`src/rtl/tap_gesture_decoder_if.sv`:
```
// Pulse-in / gesture-out bundle between the button debouncer, the tap decoder
// and the UI logic. The tap_count width follows MAX_TAPS.
interface tap_gesture_decoder_if #(
  parameter int MAX_TAPS = 3
);
  logic                             pulse_in;
  logic                             tap_valid;
  logic [$clog2(MAX_TAPS + 1)-1:0]  tap_count;
  logic                             busy;

  modport master (output pulse_in, input tap_valid, tap_count, busy);
  modport slave  (input pulse_in, output tap_valid, tap_count, busy);
endinterface

```
`src/rtl/tap_gesture_decoder.sv`:
```
// Groups debounced press pulses into tap gestures closed by an inter-tap timeout
// or by reaching MAX_TAPS. Optional post-event holdoff enabled by TAP_HOLDOFF_EN.
module tap_gesture_decoder #(
  parameter int WINDOW_CYCLES  = 8,
  parameter int MAX_TAPS       = 3,
  parameter int HOLDOFF_CYCLES = 4
) (
  input  logic                  clk,
  input  logic                  rst,
  tap_gesture_decoder_if.slave  bus
);

  localparam int TIMER_W = $clog2(WINDOW_CYCLES);
  localparam int COUNT_W = $clog2(MAX_TAPS + 1);
  localparam logic [TIMER_W-1:0] TIMER_LAST = TIMER_W'(WINDOW_CYCLES - 1);
  localparam logic [COUNT_W-1:0] COUNT_MAX  = COUNT_W'(MAX_TAPS);
  localparam logic [COUNT_W-1:0] COUNT_ONE  = COUNT_W'(1);

  if (WINDOW_CYCLES < 2) begin : g_bad_window
    $error("tap_gesture_decoder: WINDOW_CYCLES must be at least 2");
  end
  if (MAX_TAPS < 1) begin : g_bad_max_taps
    $error("tap_gesture_decoder: MAX_TAPS must be at least 1");
  end
  if (HOLDOFF_CYCLES < 0) begin : g_bad_holdoff
    $error("tap_gesture_decoder: HOLDOFF_CYCLES must not be negative");
  end

`ifdef TAP_HOLDOFF_EN
  typedef enum logic [1:0] {IDLE, COUNT, EMIT, HOLDOFF} state_t;

  localparam int HOLD_W = (HOLDOFF_CYCLES > 1) ? $clog2(HOLDOFF_CYCLES) : 1;
  localparam logic [HOLD_W-1:0] HOLD_LAST =
    HOLD_W'((HOLDOFF_CYCLES > 1) ? HOLDOFF_CYCLES - 1 : 0);

  logic [HOLD_W-1:0] hold;
`else
  typedef enum logic [1:0] {IDLE, COUNT, EMIT} state_t;
`endif

  state_t              state;
  logic [COUNT_W-1:0]  count;
  logic [TIMER_W-1:0]  timer;

  always_ff @(posedge clk) begin
    if (rst) begin
      state         <= IDLE;
      count         <= '0;
      timer         <= '0;
      bus.tap_valid <= 1'b0;
      bus.tap_count <= '0;
      bus.busy      <= 1'b0;
`ifdef TAP_HOLDOFF_EN
      hold          <= '0;
`endif
    end else begin
      bus.tap_valid <= 1'b0;
      case (state)
        // A pulse always wins over the timeout check on the same edge.
        COUNT: begin
          if (bus.pulse_in) begin
            timer <= '0;
            if (count + COUNT_ONE == COUNT_MAX) begin
              count         <= COUNT_MAX;
              state         <= EMIT;
              bus.tap_valid <= 1'b1;
              bus.tap_count <= COUNT_MAX;
            end else begin
              count <= count + COUNT_ONE;
            end
          end else if (timer == TIMER_LAST) begin
            timer         <= '0;
            state         <= EMIT;
            bus.tap_valid <= 1'b1;
            bus.tap_count <= count;
          end else begin
            timer <= timer + TIMER_W'(1);
          end
        end

`ifdef TAP_HOLDOFF_EN
        // The edge after EMIT is the first ignored edge of the holdoff period.
        EMIT: begin
          if (HOLDOFF_CYCLES > 1) begin
            state <= HOLDOFF;
            hold  <= HOLD_W'(1);
          end else begin
            state    <= IDLE;
            bus.busy <= 1'b0;
          end
        end

        HOLDOFF: begin
          if (hold >= HOLD_LAST) begin
            state    <= IDLE;
            hold     <= '0;
            bus.busy <= 1'b0;
          end else begin
            hold <= hold + HOLD_W'(1);
          end
        end
`endif

        // IDLE, and EMIT when there is no holdoff, so a pulse right after an event is kept.
        default: begin
          if (bus.pulse_in) begin
            count    <= COUNT_ONE;
            timer    <= '0;
            bus.busy <= 1'b1;
            if (MAX_TAPS == 1) begin
              state         <= EMIT;
              bus.tap_valid <= 1'b1;
              bus.tap_count <= COUNT_ONE;
            end else begin
              state <= COUNT;
            end
          end else begin
            state    <= IDLE;
            bus.busy <= 1'b0;
          end
        end
      endcase
    end
  end

endmodule

```
`src/flat_wrapper.sv`:
```
// flat-port wrapper written by rule: the top's interface ports become plain ports
module tap_gesture_decoder_flat 
#(
  parameter int WINDOW_CYCLES  = 8,
  parameter int MAX_TAPS       = 3,
  parameter int HOLDOFF_CYCLES = 4
)
  (clk, rst, bus_pulse_in, bus_tap_valid, bus_tap_count, bus_busy);
  tap_gesture_decoder_if #(.MAX_TAPS(MAX_TAPS)) bus_i ();
  input  logic clk;
  input  logic rst;
  input wire logic [$bits(bus_i.pulse_in)-1:0] bus_pulse_in;
  output wire logic [$bits(bus_i.tap_valid)-1:0] bus_tap_valid;
  output wire logic [$bits(bus_i.tap_count)-1:0] bus_tap_count;
  output wire logic [$bits(bus_i.busy)-1:0] bus_busy;
  assign bus_i.pulse_in = bus_pulse_in;
  assign bus_tap_valid = bus_i.tap_valid;
  assign bus_tap_count = bus_i.tap_count;
  assign bus_busy = bus_i.busy;
  tap_gesture_decoder #(.WINDOW_CYCLES(WINDOW_CYCLES), .MAX_TAPS(MAX_TAPS), .HOLDOFF_CYCLES(HOLDOFF_CYCLES)) u_core (.clk(clk), .rst(rst), .bus(bus_i));
endmodule
```
`config.mk`:
```
export PLATFORM = sky130hd
export DESIGN_NAME = tap_gesture_decoder_flat
export DESIGN_NICKNAME = d
export VERILOG_FILES = /design/src/rtl/tap_gesture_decoder_if.sv /design/src/rtl/tap_gesture_decoder.sv /design/src/flat_wrapper.sv
export SDC_FILE = /design/constraint.sdc
export NUM_CORES = 1
export LEC_CHECK = 0
export ABC_AREA = 1
export BUFFER_PORTS_ARGS = -buffer_cell sky130_fd_sc_hd__buf_4
export CORE_AREA = 2 2 39 41
export CTS_CLUSTER_DIAMETER = 100
export CTS_CLUSTER_SIZE = 12
export DETAILED_ROUTE_END_ITERATION = 8
export DIE_AREA = 0 0 41 43
export SYNTH_ARGS = -nofsm -noshare
export SYNTH_HDL_FRONTEND = slang
export SYNTH_SLANG_ARGS = --single-unit
```
`constraint.sdc`:
```
create_clock -name clk -period 1.3 [get_ports clk]
set_input_delay 0.195 -clock clk [delete_from_list [all_inputs] [get_ports clk]]
set_output_delay 0.195 -clock clk [all_outputs]
set_load 0.1 [all_outputs]
```
* Word-level counts from Yosys, hierarchy flattened
Index checks and enable logic that the tools add are counted.
** Storage, ports and cells
- Bits in registers :: 11
- Bits of input ports :: 3
- Output and inout port bits :: 4
- Word-level logic and storage cells :: 40
** Cells by class
- Add/subtract/negate cells :: 2
- Equality and inequality tests :: 6
- Multiplexer cells :: 20
- Bitwise operators :: 1
- Reductions and logical operators :: 5
** Operator list (number)
- two-way mux 2 bit :: 11
- two-way mux 3 bit :: 4
- inequality test 3 x 2 -> 1 bit (second input constant) :: 2
- two-way mux 1 bit :: 5
- nonzero test 2 bit :: 2
- adder 3 x 1 -> 3 bit (second input constant) :: 1
- equality test 3 bit (second input constant) :: 1
- AND reduction 3 bit :: 1
- adder 2 x 1 -> 2 bit (second input constant) :: 1
- equality test 2 x 1 -> 1 bit (second input constant) :: 1
- equality test 2 bit (second input constant) :: 1
- inequality test 2 x 1 -> 1 bit (second input constant) :: 1
- AND reduction 2 bit :: 1
- OR reduction 2 bit :: 1
- NOT 1 bit :: 1

* Depth between registers and ports, before layout
Gate-level depths: netlist of run 1.
- Depth after elaboration :: 5
- Depth in mapped cells :: 7
- Depth with buffers taken out :: 7

* Worst setup path before layout of run 1
No wires, ideal clock.
- Path kind :: reg2reg
- Start point :: register, netlist name u_core.bus.busy
- End point :: register u_core.bus.busy
- Library setup time :: 67 ps
- Data arrival time :: 1218 ps
- Required time :: 1233 ps
- Setup slack :: 15 ps
- Cell stages (with the launch flop) :: 3
- Buffers on the path :: 0
- Clock period less this slack :: 1285 ps
- Path through :: dfxtp_1 -> o21ai_0 -> nor2_1
** RTL lines
- to (signal assigned) :: RTL line tap_gesture_decoder.sv:52 : bus.busy <= 1'b0;
- to (signal assigned) :: RTL line tap_gesture_decoder.sv:109 : bus.busy <= 1'b1;
- to (signal assigned) :: RTL line tap_gesture_decoder.sv:119 : bus.busy <= 1'b0;
- to (decl) :: RTL line tap_gesture_decoder_if.sv:12 : modport slave (input pulse_in, output tap_valid, tap_count, busy);

* Worst setup path after layout of run 1
- Start point :: register u_core.timer[0]
- End point :: register u_core.bus.tap_count[0]
** Between the ends
- Cells in the longest elaborated chain, start to end :: 3
** Ends and longest elaborated chain
- from (decl) :: RTL line tap_gesture_decoder.sv:43 : logic [TIMER_W-1:0] timer;
- from (signal assigned) :: RTL line tap_gesture_decoder.sv:77 : timer <= timer + TIMER_W'(1);
- equality test 3 bit :: RTL line tap_gesture_decoder.sv:71 : end else if (timer == TIMER_LAST) begin
- nonzero test 2 bit (no source line)
- AND reduction 3 bit (no source line)
- to (signal assigned) :: RTL line tap_gesture_decoder.sv:75 : bus.tap_count <= count;
- to (decl) :: RTL line tap_gesture_decoder_if.sv:12
Every way passes these cells.
A chain may end at the register's enable or synchronous reset.

==> reports/summary.txt, run 1 <==
Worst-Margin Slew - 0.278 ns
initial antenna violation count - 0
Vias - 418
DRT Wirelength - 931 µm
leakage power - 0.278 nW
outcome - finished, final reports clean
Yosys warnings - 0
HP Class - in -> reg
Layout area overhead - 14.0%
Min-Delay Startpoint - rst
Sink Count - 11
r2r setup slk - 0.06 ns
Max-Cap Viols - 0
DR DRC count - 0
sequential share of the synthesized area - 0.411
cell taking the most area after synthesis - dfxtp_1
register area - 220 µm²
post-cts resize count - 0
grt ovf - 0
Synth area leaders - dfxtp_1 41%, ha_1 7.0%, nand3_1 5.6%
Arrival @ worst endpoint - 1.40 ns
critical path's largest stage delay - 0.32 ns
DR pass1 iterations - 4
Peak supply drop - 0.524 mV
Clock Pin Slew Worst Setup and Hold Paths - 0.07 ns
CTS tree - built
Setup Buffers After CTS - 0
GP Congestion - 0.726
Vias/cell - 4.75
Inst Count DP - 84
CTS H-tree depth - 1
Post-Synth Simple-Gate Area - 0.327
port buffer count - 6
worst relative slew slack - 0.816
CP startpoint kind - flip-flop
final setup violation count - 0
Max Clock Freq - 807 MHz
number of global-route vias before repair - 406
synthesized area per cell - 8.37 µm²
Synth Area in XOR/XNOR - 0
final net count - 79
first-pass GRT wire length - 1.68 mm
period utilisation layout - 0.953
CP Capture Type - flip-flop
Max clock buf depth - 2
full die area - 0.00176 mm²
routed length per instance - 10.6 µm
largest net degree at the start of global routing - 10
Synthesized Nets - 70
# diodes - 0
most common cell after layout, fill and taps aside - dfxtp_1
CP max-delay cell - dfxtp_1
Hold Violations, Final - 0
Crit Path Max Fanout - 4
setup TNS - 0 ns
Detailed Route Iter0 Violations - 3
fill count - 144
r2r endpoint - u_core.bus.tap_count[0]
antenna-violating nets left - 0
post-synthesis compound-gate area fraction - 0.0888
fraction of the mapped netlist area in adder cells - 0.0701
most frequent CP cell - ha_1
Min-Delay Path Depth - 2
DP HPWL - 666 µm
Post-Syn Area - 536 µm²
Distinct cells, synth - 20
WS Path Type - reg -> reg
multiplexer share of the synthesized area - 0
Max Slew Vio Count - 0
Chip Height - 43 µm
largest family of logic cells by synthesized area - simple AND/OR/NAND/NOR gates
Non-Filler Instances - 88
num rows - 14
RSZ-0062 raised after global routing - false
leading cell types in the layout, fill and taps excluded - 11 x dfxtp_1, 7 x inv_1, 7 x nand2_1, 7 x nor2_1
clock latency at the later pin of the worst-skew pair - 0.27 ns
Yosys top cell area share - 0.411
Synth Register Bits - 11
share of cells above drive strength 1 - 0.278
Horiz. Die Dim - 41 µm
data required time of the critical path - 1.46 ns
Hold Buf Count CTS - 0
Initial Util - 0.387
Root Driver - clkbuf_4
TritonCTS buffer count - 3
RR Startpoint - u_core.timer[0]
Core ar. - 0.00138 mm²
worst path cell trace - ha_1 -> ha_1 -> nand2_4 -> nand2_2 -> a21oi_1 -> nor2_1
GR Util All Layers - 0.140
CP startpoint - u_core.timer[0]
crit path time final - 1.24 ns
power density over cell area - 1160 mW/mm²
Setup Skew - 0.00124 ns
Reg2Reg Depth - 6
footprint of the multi-input gates - 260 µm²
Hold Path End - u_core.timer[1]
Syn Inst Count - 64
Top Ports - 7
-- worst max-delay path by stage --
| stage | slack, ns | endpoint | depth (start not counted) |
|---|---|---|---|
| after global placement | 0.11 | u_core.bus.tap_count[1] | 7 |
| final | 0.06 | u_core.bus.tap_count[0] | 6 |
| after floorplan | 0.01 | u_core.bus.busy | 2 |
| after global routing | 0.002 | u_core.bus.tap_count[1] | 7 |
| after CTS | 0.07 | u_core.bus.tap_count[0] | 6 |
| after detailed placement | 0.1 | u_core.bus.tap_count[1] | 7 |
-- critical path, delay by kind of cell, from the launching register on --
kind,cells,cell delay [ns]
adders and majority gates,2,0.45
DFF,1,0.32
AOI/OAI and AO/OA,1,0.15
and+or+nand+nor,3,0.22
-- routing by layer --
metal  up-vias  share of wire  wire length (µm)  track usage
li1        224              -                 -            -
met1       185           0.51               473        0.193
met2         9           0.45               418        0.184
met3         0          0.042                39       0.0471
met4         0              0                 0       0.0800
met5         -              0                 0            0
-- synth_stat cells --
cell,count
nand2_4,1
nand4_1,2
or2_1,1
a21oi_1,4
o21ai_0,2
buf_6,1
nand2_2,4
nor2_4,1
inv_1,7
inv_6,1
nand3_1,6
a21oi_2,2
clkbuf_2,1
dfxtp_1,11
and3_1,1
nor2_1,7
nor2_8,1
ha_1,3
inv_2,1
nand2_1,7
-- area by class of cell --
cell class	count	area share
clock buffer	4	0.0430
multi-input combinational	42	0.426
timing repair buffer	6	0.0738
inverter	9	0.0635
sequential	11	0.361
tap	16	0.0328
-- through the flow --
step	total power [mW]	util	worst slack, ns	hold WS (ns)	instance area [µm²]
after global routing	0.747	0.441	0.00213	0.160	611
after global placement	0.480	0.422	0.114	0.440	584
after floorplan	0.460	-	0.0146	0.443	536
after CTS	0.712	0.441	0.0653	0.161	611
after detailed placement	0.480	0.422	0.0955	0.442	584
final	0.707	0.441	0.0610	0.158	611
-- registers in the layout (all words and copies together), names as in the netlist --
signal and flops:
u_core.bus.busy 1, u_core.bus.tap_count 2, u_core.bus.tap_valid 1, u_core.count 2, u_core.state 2, u_core.timer 3
-- power by group --
part / internal (mW) / switching, mW / total [mW]
Combinational: 0.0335 / 0.0801 / 0.114
Clock: 0.119 / 0.117 / 0.235
Sequential: 0.350 / 0.00792 / 0.358
Total: 0.502 / 0.205 / 0.707
-- cell families after synthesis --
group,Yosys count
AOI/OAI and AO/OA,8
adders and majority gates,3
buffers and inverters,11
DFF,11
and+or+nand+nor,31
(Power assumes the default switching activity.)
==> run 2: changes to the inputs <==
RECOVER_POWER = 100   (was default)
==> run 2 against run 1 <==
Via count fell by 0.24%. Flip-flop and latch count did not move. Final cell count did not move.
==> reports/summary.txt, run 2 (synthesis results as in run 1) <==
outcome - finished, final reports clean
GR Util All Layers - 0.140 (unchanged)
setup TNS - 0 ns (unchanged)
first-pass GRT wire length - 1.68 mm (unchanged)
Non-Filler Instances - 88 (unchanged)
Root Driver - clkbuf_4
worst relative slew slack - 0.680 (-0.136)
data required time of the critical path - 1.47 ns (about the same)
port buffer count - 6 (unchanged)
full die area - 0.00176 mm² (unchanged)
post-cts resize count - 0 (unchanged)
Worst Setup EP - u_core.bus.tap_count[0]
CP startpoint kind - flip-flop
Worst-Margin Slew - 0.484 ns (+0.206 ns)
CTS tree - built
WS Path Type - reg -> reg
r2r setup slk - 0.07 ns (about the same)
Peak supply drop - 0.527 mV (+0.55%)
GP Congestion - 0.726 (unchanged)
grt ovf - 0 (unchanged)
Max Clock Freq - 814 MHz (+0.91%)
worst path cell trace - ha_1 -> ha_1 -> nand2_4 -> nand2_2 -> a21oi_1 -> nor2_1
Reg2Reg Depth - 6 (unchanged)
HP Class - in -> reg
number of global-route vias before repair - 406 (unchanged)
antenna-violating nets left - 0 (unchanged)
Max-Cap Viols - 0 (unchanged)
Detailed Route Iter0 Violations - 9 (+6)
Hold Buf Count CTS - 0 (unchanged)
period utilisation layout - 0.944 (-0.00864)
r2r endpoint - u_core.bus.tap_count[0]
post-route cell area - 594 µm² (-2.7%)
most frequent CP cell - ha_1
Top reg by flops - u_core.timer
most common cell after layout, fill and taps aside - dfxtp_1
routed length per instance - 10.6 µm (+0.54%)
TritonCTS buffer count - 3 (unchanged)
CTS H-tree depth - 1 (unchanged)
met1 wire length - 465 µm (-1.7%)
power density over cell area - 1180 mW/mm² (+2.1%)
num rows - 14 (unchanged)
DR pass1 iterations - 4 (unchanged)
Clock Pin Slew Worst Setup and Hold Paths - 0.07 ns (about the same)
Initial Util - 0.387 (unchanged)
Setup Buffers After CTS - 0 (unchanged)
final worst slack - 0.0722 ns (+0.0112 ns)
fill count - 146 (+1.4%)
critical path's largest stage delay - 0.32 ns (about the same)
final net count - 79 (unchanged)
leading cell types in the layout, fill and taps excluded - 11 x dfxtp_1, 7 x inv_1, 7 x nand2_1, 7 x nor2_1
Min-Delay Startpoint - rst
CP Capture Type - flip-flop
Core ar. - 0.00138 mm² (unchanged)
Top Ports - 7 (unchanged)
Layout area overhead - 11.0%
Max Slew Vio Count - 0 (unchanged)
final setup violation count - 0 (unchanged)
Post-Place Worst Slack - 0.0955 ns (unchanged)
Arrival @ worst endpoint - 1.39 ns (about the same)
DRT Wirelength - 936 µm (+0.54%)
top layer in use - met3
DP Area - 584 µm² (unchanged)
leakage power - 0.273 nW (-1.6%)
crit path time final - 1.23 ns (-0.0112 ns)
Max clock buf depth - 2 (unchanged)
Vias/cell - 4.74 (-0.24%)
DR DRC count - 0 (unchanged)
Hold Violations, Final - 0 (unchanged)
Tot Pwr - 0.703 mW (-0.60%)
clock latency at the later pin of the worst-skew pair - 0.27 ns (about the same)
Inst Count DP - 84 (unchanged)
RSZ-0062 raised after global routing - false
routed wl met3 - 48 µm (+23%)
CP max-delay cell - dfxtp_1
Setup Skew - 0.000622 ns (-0.000619 ns)
share of cells above drive strength 1 - 0.278 (unchanged)
Crit Path Max Fanout - 4 (unchanged)
RR Startpoint - u_core.timer[0]
Sink Count - 11 (unchanged)
initial antenna violation count - 0 (unchanged)
Chip Height - 43 µm (unchanged)
Vias - 417 (-0.24%)
# diodes - 0 (unchanged)
CP startpoint - u_core.timer[0]
largest net degree at the start of global routing - 10 (unchanged)
met2 wire length - 422 µm (+0.96%)
Largest register FFs - 3 (unchanged)
Horiz. Die Dim - 41 µm (unchanged)
DP HPWL - 666 µm (unchanged)
[run 2: critical path, delay by kind of cell (launching register included)]
kind	cells	cell delay (ns)
and+or+nand+nor	3	0.21
adders and majority gates	2	0.45
AOI/OAI and AO/OA	1	0.14
DFF	1	0.32
[run 2: worst min-delay path by stage]
stage	end	slack (ns)	cells after the start
6_report	u_core.timer[1]	0.16	2
5_1_grt	u_core.timer[1]	0.16	2
4_1_cts	u_core.timer[1]	0.16	2
3_5_place_dp	u_core.bus.tap_count[1]	0.44	2
3_3_place_gp	u_core.bus.tap_count[1]	0.44	2
2_1_floorplan	u_core.timer[2]	0.44	2
[run 2: power breakdown]
| part | internal (mW) | total [mW] | switching, mW |
|---|---|---|---|
| clock | 0.119 | 0.238 | 0.119 |
| sequential | 0.350 | 0.358 | 0.00765 |
| combinational | 0.0304 | 0.107 | 0.0770 |
| total | 0.499 | 0.703 | 0.203 |
[run 2: routing by layer]
layer  vias up  global-route usage
li1        221                   -
met1       187               0.193
met2         9               0.184
met3         0              0.0471
met4         0              0.0800
met5         -                   0
[run 2: area by class of cell]
class | count | area, µm² | area share
clock buffer | 4 | 26.3 | 0.0442
inverter | 9 | 38.8 | 0.0653
multi-input combinational | 42 | 246 | 0.415
sequential | 11 | 220 | 0.371
tap | 16 | 20.0 | 0.0337
timing repair buffer | 6 | 42.5 | 0.0716
[run 2: per-stage QoR]
| stage | utilization | hold WS [ns] |
|---|---|---|
| detailed placement | 0.422 | 0.442 |
| CTS | 0.441 | 0.161 |
| floorplan | - | 0.443 |
| global route | 0.429 | 0.160 |
| finish | 0.429 | 0.157 |
| global placement | 0.422 | 0.440 |
